===== config.mk =====
export PLATFORM = sky130hd
export DESIGN_NAME = mem_wb_stage
export DESIGN_NICKNAME = d
export VERILOG_FILES = /design/src/rtl/mem_wb_stage.sv
export SDC_FILE = /design/constraint.sdc
export NUM_CORES = 1
export LEC_CHECK = 0
export CAP_MARGIN = 25
export CORE_MARGIN = 5
export CORE_UTILIZATION = 29
export CTS_CLUSTER_DIAMETER = 80
export DETAILED_ROUTE_END_ITERATION = 16
export GPL_ROUTABILITY_DRIVEN = 0
export GPL_TIMING_DRIVEN = 0
export PLACE_DENSITY_LB_ADDON = 0.15
export SLEW_MARGIN = 10
export SYNTH_ARGS = -nofsm -noshare
export SYNTH_HDL_FRONTEND = slang
export SYNTH_SLANG_ARGS = --single-unit
export TNS_END_PERCENT = 5

===== constraint.sdc =====
create_clock -name clk -period 1.7 [get_ports clk]
set_input_delay 0.51 -clock clk [delete_from_list [all_inputs] [get_ports clk]]
set_output_delay 0.51 -clock clk [all_outputs]
set_load 0.005 [all_outputs]

===== src/rtl/mem_wb_stage.sv =====
// mem_wb_stage: memory/writeback stage with a variable-latency req/ack data port, sized loads/stores, misalignment and timeout detection
// Ports: clk/rst (async active-low); ex_* handshake and EX fields in; dmem_* request/ack port; writeback trio to fetch; misalign_err/timeout_err pulses.
module mem_wb_stage #(
  parameter int ADDR_W         = 32,
  parameter int REG_ID_W       = 5,
  parameter int TIMEOUT_CYCLES = 64
) (
  input  logic                clk,
  input  logic                rst,
  input  logic                ex_valid,
  output logic                ex_ready,
  input  logic [31:0]         alu_result,
  input  logic                write_to_regfile_from_ex,
  input  logic                mem_read_from_ex,
  input  logic                mem_write_from_ex,
  input  logic                mem_to_reg_from_ex,
  input  logic [1:0]          mem_size_from_ex,
  input  logic                mem_unsigned_from_ex,
  input  logic [31:0]         mem_write_data_from_ex,
  input  logic [REG_ID_W-1:0] writeback_reg_id_from_ex,
  output logic                dmem_req,
  output logic                dmem_we,
  output logic [ADDR_W-1:0]   dmem_addr,
  output logic [3:0]          dmem_be,
  output logic [31:0]         dmem_wdata,
  input  logic                dmem_ack,
  input  logic [31:0]         dmem_rdata,
  output logic                write_to_regfile_to_fetch,
  output logic [31:0]         write_data_to_fetch,
  output logic [REG_ID_W-1:0] writeback_reg_id_to_fetch,
  output logic                misalign_err,
  output logic                timeout_err
);
  localparam int CW = TIMEOUT_CYCLES > 1 ? $clog2(TIMEOUT_CYCLES) : 1;
  typedef enum logic {IDLE, ACCESS} state_t;
  state_t state, state_nxt;
  logic [CW-1:0]       cnt;
  logic [31:0]         l_alu;
  logic [1:0]          l_size;
  logic                l_uns, l_to_reg, l_wr;
  logic [REG_ID_W-1:0] l_id;
  logic [1:0]          a;
  logic                mem_op, misal, timeout_hit;
  logic [3:0]          be_nxt;
  logic [31:0]         wdata_nxt, lane, ld, wb_data;
  assign a           = alu_result[1:0];
  assign mem_op      = mem_read_from_ex | mem_write_from_ex;
  assign misal       = (mem_size_from_ex == 2'b01 && a[0]) || (mem_size_from_ex[1] && a != 2'b00);
  assign timeout_hit = TIMEOUT_CYCLES != 0 && !dmem_ack && cnt == CW'(TIMEOUT_CYCLES - 1);
  assign ex_ready    = state == IDLE;
  always_comb begin
    be_nxt    = mem_size_from_ex == 2'b00 ? 4'b0001 << a :
                mem_size_from_ex == 2'b01 ? 4'b0011 << {a[1], 1'b0} : 4'b1111;
    wdata_nxt = mem_size_from_ex == 2'b00 ? {4{mem_write_data_from_ex[7:0]}} :
                mem_size_from_ex == 2'b01 ? {2{mem_write_data_from_ex[15:0]}} : mem_write_data_from_ex;
    lane      = dmem_rdata >> {l_alu[1:0], 3'b000};
    ld        = l_size == 2'b00 ? {{24{~l_uns & lane[7]}}, lane[7:0]} :
                l_size == 2'b01 ? {{16{~l_uns & lane[15]}}, lane[15:0]} : lane;
    wb_data   = (!dmem_we && l_to_reg) ? ld : l_alu;
  end
  always_comb begin
    state_nxt = state == IDLE ? ((ex_valid && mem_op && !misal) ? ACCESS : IDLE)
                              : ((dmem_ack || timeout_hit) ? IDLE : ACCESS);
  end
  always_ff @(posedge clk or negedge rst)
    if (!rst) state <= IDLE;
    else state <= state_nxt;
  always_ff @(posedge clk or negedge rst) begin
    if (!rst) begin
      cnt                       <= '0;
      l_alu                     <= '0;
      l_size                    <= '0;
      l_uns                     <= 1'b0;
      l_to_reg                  <= 1'b0;
      l_wr                      <= 1'b0;
      l_id                      <= '0;
      dmem_req                  <= 1'b0;
      dmem_we                   <= 1'b0;
      dmem_addr                 <= '0;
      dmem_be                   <= '0;
      dmem_wdata                <= '0;
      write_to_regfile_to_fetch <= 1'b0;
      write_data_to_fetch       <= '0;
      writeback_reg_id_to_fetch <= '0;
      misalign_err              <= 1'b0;
      timeout_err               <= 1'b0;
    end else begin
      write_to_regfile_to_fetch <= 1'b0;
      misalign_err              <= 1'b0;
      timeout_err               <= 1'b0;
      if (state == IDLE) begin
        if (ex_valid && !mem_op) begin
          write_to_regfile_to_fetch <= write_to_regfile_from_ex;
          write_data_to_fetch       <= alu_result;
          writeback_reg_id_to_fetch <= writeback_reg_id_from_ex;
        end else if (ex_valid && misal) begin
          misalign_err <= 1'b1;
        end else if (ex_valid) begin
          cnt        <= '0;
          l_alu      <= alu_result;
          l_size     <= mem_size_from_ex;
          l_uns      <= mem_unsigned_from_ex;
          l_to_reg   <= mem_to_reg_from_ex;
          l_wr       <= write_to_regfile_from_ex;
          l_id       <= writeback_reg_id_from_ex;
          dmem_req   <= 1'b1;
          dmem_we    <= mem_write_from_ex;
          dmem_addr  <= {alu_result[ADDR_W-1:2], 2'b00};
          dmem_be    <= be_nxt;
          dmem_wdata <= wdata_nxt;
        end
      end else if (dmem_ack) begin
        dmem_req                  <= 1'b0;
        write_to_regfile_to_fetch <= l_wr;
        write_data_to_fetch       <= wb_data;
        writeback_reg_id_to_fetch <= l_id;
      end else if (timeout_hit) begin
        dmem_req    <= 1'b0;
        timeout_err <= 1'b1;
      end else begin
        cnt <= cnt + 1'b1;
      end
    end
  end
endmodule


Yosys cells after proc, flatten, opt, wreduce, memory -nomap -nowiden
Cells that the tools add are included.

operators by class
  multiplexer cells = 37
  reduce and logical (&&, ||, !) cells = 23
  bitwise gates (word level) = 7
  shift-type cells = 3
  equal/unequal tests = 9
  add/subtract/negate cells = 1

operators with widths
  kind                                                                      number
  32-bit two-way mux                                                        8
  6-bit two-way mux                                                         6
  32-bit by 5-bit right shift with 32-bit output                            1
  1-bit two-way mux                                                         18
  5-bit two-way mux                                                         3
  2-bit inequality test (second input constant)                             5
  1-bit logical AND                                                         8
  4-bit two-way mux                                                         2
  4-bit AND reduction                                                       2
  6-bit by 1-bit adder with 6-bit output (second input constant)            1
  6-bit equality test (second input constant)                               1
  2-bit nonzero test                                                        3
  5-bit AND reduction                                                       1
  2-bit by 1-bit equality test with 1-bit output (second input constant)    2
  1-bit zero test                                                           4
  2-bit zero test                                                           2
  1-bit inverter                                                            4
  1-bit by 2-bit left shift with 4-bit output (first input constant)        1
  2-bit by 2-bit left shift with 4-bit output (first input constant)        1
  3-bit by 2-bit inequality test with 1-bit output (second input constant)  1
  1-bit AND                                                                 2
  1-bit logical OR                                                          2
  2-bit AND reduction                                                       1
  1-bit bitwise OR                                                          1

storage, ports and cells
  register bits = 157
  input port bits = 112
  logic and storage cells = 98
  output and inout bits = 111

Longest topological paths before layout
Gate-level depths: netlist of run 1.

  depth after elaboration = 7
  gate-level depth with buffers = 8
  mapped depth without buffers = 4

Least setup slack after synthesis of run 1
Ideal clock, no wire load.

  path kind = input port to flip-flop
  start = input port mem_size_from_ex[1]
  end = register l_size[0]
  data arrival time = 1.769 ns
  required time = 1.582 ns
  path buffers = 4
  stages on the path = 8
  path slack = -0.187 ns
  library setup time = 0.118 ns
  path through = clkbuf_1 a21o_1 a211o_1 buf_2 buf_2 clkbuf_1 nand2_1 nand2_1

on the way
  longest elaborated chain between the ends = 6

RTL lines
  what                                            RTL line  text
  start: declaration                              17        input logic [1:0] mem_size_from_ex,
  2-bit by 1-bit equality test with 1-bit output  48        assign misal = (mem_size_from_ex == 2'b01 && a[0]) || (mem_size_from_ex[1] && a != 2'b00);
  1-bit logical AND                               48
  1-bit logical OR *                              48
  1-bit logical AND *                             96        end else if (ex_valid && misal) begin
  1-bit inverter (no source line) *               n/a
  4-bit AND reduction (no source line) *          n/a
  end signal: assignment                          101       l_size <= mem_size_from_ex;
  end: declaration                                39        logic [1:0] l_size;

Mark *: on every way between the ends. The rest lies on a longest branch, timed or not.
A chain may end at the register's enable or synchronous reset.

Worst setup path after layout of run 1
  start = input port dmem_rdata[31]
  end = register write_data_to_fetch[28]

on the way
  longest elaborated chain between the ends = 7

RTL lines
  what                                              RTL line  text
  start: declaration                                27        input logic [31:0] dmem_rdata,
  32-bit by 5-bit right shift with 32-bit output *  56        lane = dmem_rdata >> {l_alu[1:0], 3'b000};
  1-bit AND                                         58        l_size == 2'b01 ? {{16{~l_uns & lane[15]}}, lane[15:0]} : lane;
  32-bit two-way mux                                58
  32-bit two-way mux *                              57        ld = l_size == 2'b00 ? {{24{~l_uns & lane[7]}}, lane[7:0]} :
  32-bit two-way mux *                              59        wb_data = (!dmem_we && l_to_reg) ? ld : l_alu;
  32-bit two-way mux *                              112       end else if (dmem_ack) begin
  32-bit two-way mux *                              91        if (state == IDLE) begin
  end signal: assignment                            94        write_data_to_fetch <= alu_result;
  end signal: assignment                            115       write_data_to_fetch <= wb_data;
  end: declaration                                  29        output logic [31:0] write_data_to_fetch,

Mark *: on every way between the ends. The rest lies on a longest branch, timed or not. The select of a mux whose other input is x is not followed.

==> results.txt, run 1 <==
Gate power share = 37.6%
Final hold violation count = 0
RSZ-0062 raised after global routing = yes
DRT iter0 DRCs = 283
Sequential Power Share = 33.2%
Reg area = 0.00318 mm²
WS Path Type = input pin to flip-flop
Synth cell types = 52
Routed WL = 25.6 mm
Clock share of power = 29.2%
Cts bufs inserted = 17
Max-cap violation count = 0
Post-synthesis async set-or-reset flop share = 100%
PnR Total Power = 13.0 mW
VDD IR max = 0.683 mV
Setup crit end kind = flip-flop
Fill cell count = 2272
Initial antenna violation count = 1
Status = finished with violations
Top Usage Layer GRT = met2
Post-layout minimum cycle time = 1.84 ns
Hold Crit Class = input pin to asynchronous set/reset pin
Number of I/O port buffers = 218
Max_slew headroom = 38.6%
Final ANT Viol Nets = 0
Skew-Pair Late Insertion Delay = 0.42 ns
P_int = 8.86 mW
First-pass GRT wire length = 38.6 mm
Sequential share of the synthesized area = 48.1%
Clock Tree Buf Depth = 2
M2 GR Usage = 30.4%
CTS Root Cell = clkbuf_16
Rows = 55
Num ports = 223
F_max = 544 MHz
Die width = 161 µm
Drt pass-1 iters = 6
Final nets = 1136
Setup TNS = -1.58 ns
Crit path max fanout = 10
Grt met1 use = 24.3%
DR vias = 6470
Final setup vio count = 26
Via-to-Cell Ratio = 4.89
DRC viols = 0
Largest net degree at the start of global routing = 83
Final period util = 108%
Footprint of the multi-input gates = 0.00311 mm²
Worst R2R Setup Slack = -0.13 ns
Biggest regs = dmem_wdata x32, l_alu x32, write_data_to_fetch x32
CP required = 1.98 ns
Sw power = 4.16 mW
Startpoint Class = input pin
Most used flip-flop cell after synthesis = dfrtp_1
Worst hold margin = 0.0130 ns
Clock Pin Slew Worst Setup and Hold Paths = 0.06 ns
TritonCTS clock tree = built
GRT Overall Usage = 19.2%
Vias in the first global route = 6638
Placed Cells = 1243
Post-synthesis cell count = 738
Switch share = 32.0%
Die extent in y = 161 µm
Post-synth EDFFs = 0
Final Max Slew Viols = 0
Sink Count = 127
Post-DR wirelength/cell = 19.3 µm
Htree depth = 4
Core Area = 0.0225 mm²
Failing checks = negative setup slack
Number of synthesized register bits = 127
Post-Syn Area = 0.00660 mm²
Gr ovfl total = 0
Layout cells sized above 1 = 22.6%
HPWL Detailed = 18.5 mm
Critical path arrival = 2.12 ns
Power Density = 1240 mW/mm²
Worst Slack Setup Final = -0.138 ns
Met3 usage = 7.60%
Leak pwr = 4.99 nW
Synth warn = 0
Worst Skew = 0.0112 ns
Area Growth Syn to Fin = 58.5%
Starting Density = 29.3%
Fin cells = 1322
Syn Area/Cell = 8.94 µm²
Die area = 0.0259 mm²
Fin util = 46.5%
Worst-Margin Slew = 0.917 ns
## cells by family (layout without fill, tap and decap cells)
kind of cell             count (synthesis)  after routing  synth area share, %
AND/OR/NAND/NOR                        267            267                 16.6
AO/OA/AOI/OAI                          191            191                 17.7
flip-flops                             127            127                 48.1
buffers and inverters                   93            390                 7.58
multiplexers                            58             58                 9.78
adder cells (fa/ha/maj)                  1              1                0.190
other                                    1              3               0.0568
## cell type report
| class | instances | share of cell area [%] |
|---|---|---|
| Buffer | 86 | 6.56 |
| Timing Repair Buffer | 267 | 23.8 |
| Inverter | 5 | 0.203 |
| Sequential cell | 127 | 30.4 |
| Antenna cell | 1 | 0.0239 |
| Tap cell | 285 | 3.41 |
| Clock inverter | 10 | 1.29 |
| Clock buffer | 22 | 4.53 |
| Multi-Input combinational cell | 519 | 29.7 |
## synthesized netlist by cell type (6+ instances only)
cell type | number | area, µm²
a211oi_1 | 15 | 113
o22ai_1 | 22 | 138
a221oi_1 | 7 | 61.3
a21o_1 | 8 | 60.1
clkbuf_1 | 34 | 128
o2bb2ai_1 | 8 | 70.1
nand3_1 | 6 | 30.0
mux2i_1 | 51 | 510
nand2_1 | 184 | 691
o21ai_0 | 60 | 300
a21oi_1 | 46 | 230
buf_4 | 35 | 263
buf_2 | 16 | 80.1
dfrtp_1 | 127 | 3180
nor2_1 | 50 | 188
## repair_timing
item                       CTS  global route
pin swaps                   19             7
gates resized for setup    201            47
buffers inserted            39             4
gates cloned                 2             3
setup endpoints to repair  233           119
hold buffers                 0             0
## cells in the final DEF (no fill, tap or decap), types with 4 or more instances in the layout
master / n
a211oi_2: 5
nand2_1: 183
o2bb2ai_1: 8
dlygate4sd2_1: 77
o22ai_1: 21
clkbuf_4: 9
nand3_1: 6
clkbuf_8: 4
or4_1: 4
a21o_1: 7
buf_6: 8
o21ai_0: 58
clkbuf_2: 9
a21oi_1: 42
clkinv_2: 4
clkbuf_16: 20
clkbuf_1: 8
o211ai_1: 5
dlymetal6s2s_1: 5
buf_4: 116
a211oi_1: 9
mux4_2: 5
clkdlybuf4s50_1: 101
dfrtp_1: 125
nor2_1: 49
inv_1: 4
buf_2: 5
mux2i_1: 49
buf_8: 4
## metal layers
layer  wire length [µm]  vias up
met5                  0        -
met4                446        0
met3               2350       22
met2              11900      226
met1              10900     3122
li1                   -     3100
## per-stage QoR
stage	instance area [µm²]	setup slack, ns
2_1_floorplan	6670	-0.0544
3_3_place_gp	9210	-5.40
3_5_place_dp	9240	-1.30
4_1_cts	10300	-0.171
5_1_grt	10500	-0.165
6_report	10500	-0.138
## power groups by stage
stage / clock network (mW) / registers [mW] / logic (mW)
after floorplan: 0 / 4.36 / 2.00
after global placement: 0 / 4.43 / 4.50
after detailed placement: 0 / 4.44 / 4.51
after CTS: 3.89 / 4.32 / 4.81
after global routing: 4.01 / 4.43 / 5.34
final: 3.80 / 4.33 / 4.89
## worst max-delay path, cell delays in order
cell,delay (ns)
clkdlybuf4s50_1,0.46
mux2i_1,0.23
o21ai_2,0.13
buf_2,0.22
a221oi_1,0.41
o22ai_1,0.15
## final timing paths
path                                      from  cells after the start                 endpoint
worst min register to register  dmem_wdata[29]                      2           dmem_wdata[29]
max in group asynchronous                  rst                      2                 l_alu[0]
worst max register to register        l_alu[1]                      6  write_data_to_fetch[28]
worst min-delay path                       rst                      1                l_alu[26]
min in group clk                 alu_result[1]                      3                 l_alu[1]
worst max-delay path            dmem_rdata[31]                      6  write_data_to_fetch[28]
Note: power is estimated with default switching activity, not from simulation.
==> run 2: changes to the inputs <==
--- a/config.mk
+++ b/config.mk
@@ -6,14 +6,14 @@
 export NUM_CORES = 1
 export LEC_CHECK = 0
 export CAP_MARGIN = 25
-export CORE_MARGIN = 5
+export CORE_MARGIN = 2
 export CORE_UTILIZATION = 29
 export CTS_CLUSTER_DIAMETER = 80
 export DETAILED_ROUTE_END_ITERATION = 16
 export GPL_ROUTABILITY_DRIVEN = 0
 export GPL_TIMING_DRIVEN = 0
 export PLACE_DENSITY_LB_ADDON = 0.15
-export SLEW_MARGIN = 10
+export SLEW_MARGIN = 20
 export SYNTH_ARGS = -nofsm -noshare
 export SYNTH_HDL_FRONTEND = slang
 export SYNTH_SLANG_ARGS = --single-unit
==> results.txt, run 2 (same netlist as run 1, synthesis figures left out) <==
Status = finished with violations (unchanged)
Failing checks = negative setup slack (unchanged)
Most frequent cells in the layout = nand2_1, dfrtp_1, buf_4, clkdlybuf4s50_1, dlygate4sd2_1 (unchanged)
Critical Path Max Stage Delay = 0.40 ns (was 0.46 ns)
CTS Root Cell = clkbuf_16 (unchanged)
Gr ovfl total = 0 (unchanged)
Sw power = 4.32 mW (was 4.16 mW)
P_int = 8.69 mW (was 8.86 mW)
PnR Total Power = 13.0 mW (about the same)
GRT Overall Usage = 20.9% (was 19.2%)
Worst path slowest cell = dfrtp_1 (was clkdlybuf4s50_1)
Cts bufs inserted = 17 (unchanged)
HPWL Detailed = 18.0 mm (was 18.5 mm)
Layout cells sized above 1 = 24.6% (was 22.6%)
Hold_buf cts = 0 (unchanged)
Hold Crit Class = input pin to asynchronous set/reset pin (unchanged)
Drt pass-1 iters = 5 (was 6)
TritonCTS clock tree = built (unchanged)
Max_slew headroom = 44.2% (was 38.6%)
Die width = 155 µm (was 161 µm)
DRC viols = 0 (unchanged)
Post-DR wirelength/cell = 19.1 µm (was 19.3 µm)
F_max = 568 MHz (was 544 MHz)
Initial antenna violation count = 1 (unchanged)
Core Area = 0.0225 mm² (unchanged)
Gate power share = 38.3% (was 37.6%)
Rows = 55 (unchanged)
Clock Tree Buf Depth = 2 (unchanged)
Switch share = 33.2% (was 32.0%)
Final nets = 1135 (was 1136)
Post-DP Area = 0.00924 mm² (about the same)
Fin util = 47.3% (was 46.5%)
Final setup vio count = 55 (was 26)
Sequential Power Share = 33.4% (was 33.2%)
Startpoint Class = flip-flop (was input pin)
Routed WL = 25.2 mm (was 25.6 mm)
Origin of the worst setup path = state (was dmem_rdata[31])
Setup crit end kind = flip-flop (unchanged)
Buf+Inv Stages, Crit Path = 5 (was 2)
Clock Pin Slew Worst Setup and Hold Paths = 0.06 ns (about the same)
Die area = 0.0240 mm² (was 0.0259 mm²)
CP required = 2.02 ns (was 1.98 ns)
Leak pwr = 5.01 nW (was 4.99 nW)
Commonest non-fill, non-tap cell in the layout = nand2_1 (unchanged)
Num ports = 223 (unchanged)
Htree depth = 4 (unchanged)
Area Growth Syn to Fin = 61.1% (was 58.5%)
Post-layout minimum cycle time = 1.76 ns (was 1.84 ns)
Via-to-Cell Ratio = 4.91 (was 4.89)
Number of I/O port buffers = 218 (unchanged)
First-pass GRT wire length = 37.9 mm (was 38.6 mm)
Starting Density = 29.3% (unchanged)
Final instance area = 0.0106 mm² (was 0.0105 mm²)
RSZ-0062 raised after global routing = yes (unchanged)
Skew-Pair Late Insertion Delay = 0.44 ns (was 0.42 ns)
Critical path arrival = 2.08 ns (was 2.12 ns)
VDD IR max = 0.762 mV (was 0.683 mV)
Worst Skew = 0.0110 ns (was 0.0112 ns)
DRT iter0 DRCs = 240 (was 283)
Worst Slack Setup Final = -0.0591 ns (was -0.138 ns)
Final Max Slew Viols = 0 (unchanged)
Power Density = 1220 mW/mm² (was 1240 mW/mm²)
Final period util = 103% (was 108%)
Largest net degree at the start of global routing = 69 (was 83)
Sink Count = 127 (unchanged)
Final hold violation count = 0 (unchanged)
Crit path max fanout = 6 (was 10)
CP delay by family, top = buffers and inverters (was compound AO/OA/AOI/OAI gates)
Max-cap violation count = 0 (unchanged)
WS Path Type = flip-flop to flip-flop (was input pin to flip-flop)
DR vias = 6490 (was 6470)
Cell chain of the critical path = buf_6, buf_6, nand2b_4, a211o_4, buf_8, buf_8, clkbuf_16, nand2_4, nand2_2 (was clkdlybuf4s50_1, mux2i_1, o21ai_2, buf_2, a221oi_1, o22ai_1)
Vias in the first global route = 6588 (was 6638)
Final ANT Viol Nets = 0 (unchanged)
Worst-Margin Slew = 0.833 ns (was 0.917 ns)
Biggest regs = dmem_wdata x32, l_alu x32, write_data_to_fetch x32 (unchanged)
Die extent in y = 155 µm (was 161 µm)
Clock share of power = 28.2% (was 29.2%)
Worst r2r src = state (was l_alu[1])
[run 2: cell count changes in the layout (fill, tap and decap cells not counted), sizes merged]
cell,previous run,this run
buf,141,142
clkdlybuf4s50,101,104
dlygate4sd2,77,78
clkinvlp,1,2
inv,5,7
bufinv,3,2
dlymetal6s2s,5,2
clkinv,6,7
clkbuf,50,44
[run 2: final timing paths]
path,endpoint,slack (ns),cells past startpoint
hold reg to reg,dmem_wdata[2],0.47,2
hold / removal,l_alu[26],0.04,1
min in group clk,l_alu[1],0.41,3
max in group asynchronous,dmem_wdata[21],0.93,2
setup / recovery,l_size[0],-0.06,9
setup reg to reg,l_size[0],-0.06,9
[run 2: power groups by stage]
stage / registers [mW] / logic (mW) / clock network [mW]
after floorplan: 4.36 / 2.00 / 0
after global placement: 4.44 / 4.44 / 0
after detailed placement: 4.45 / 4.47 / 0
after CTS: 4.34 / 4.69 / 3.74
after global routing: 4.46 / 5.42 / 3.90
final: 4.35 / 4.99 / 3.67
[run 2: what timing repair did]
item	4_1_cts	5_1_grt
cloned	2	3
setup endpoints to repair	233	123
setup buffers	39	7
resized for setup	243	90
pin swaps	24	39
[run 2: cell type report]
| type | instances | area (µm²) |
|---|---|---|
| fill | 2228 | 11900 |
| multi-input combinational | 519 | 3230 |
| sequential | 127 | 3180 |
| timing repair buffer | 269 | 2500 |
| buffer | 83 | 757 |
| clock buffer | 19 | 443 |
| tap | 285 | 357 |
| clock inverter | 13 | 139 |
| inverter | 5 | 21.3 |
| antenna | 1 | 2.50 |
[run 2: routing by layer]
| metal | global-route usage [%] | vias up | part of all wire (%) |
|---|---|---|---|
| met3 | 7.13 | 31 | 9.4 |
| met2 | 33.8 | 262 | 47 |
| li1 | - | 3102 | - |
| met4 | 6.75 | 0 | 2.1 |
| met1 | 26.3 | 3095 | 41 |
| met5 | 0 | - | 0 |
[run 2: through the flow]
step           setup TNS, ns  hold WS (ns)  instances  setup WS [ns]
6_report               -1.48        0.0361       1321        -0.0591
5_1_grt                -5.40        0.0711       1321         -0.108
4_1_cts                -2.93        0.0566       1314         -0.131
3_5_place_dp         -116.67         0.462       1243          -1.39
3_3_place_gp         -794.64         0.460       1242          -5.38
2_1_floorplan         -0.937         0.214        739        -0.0544
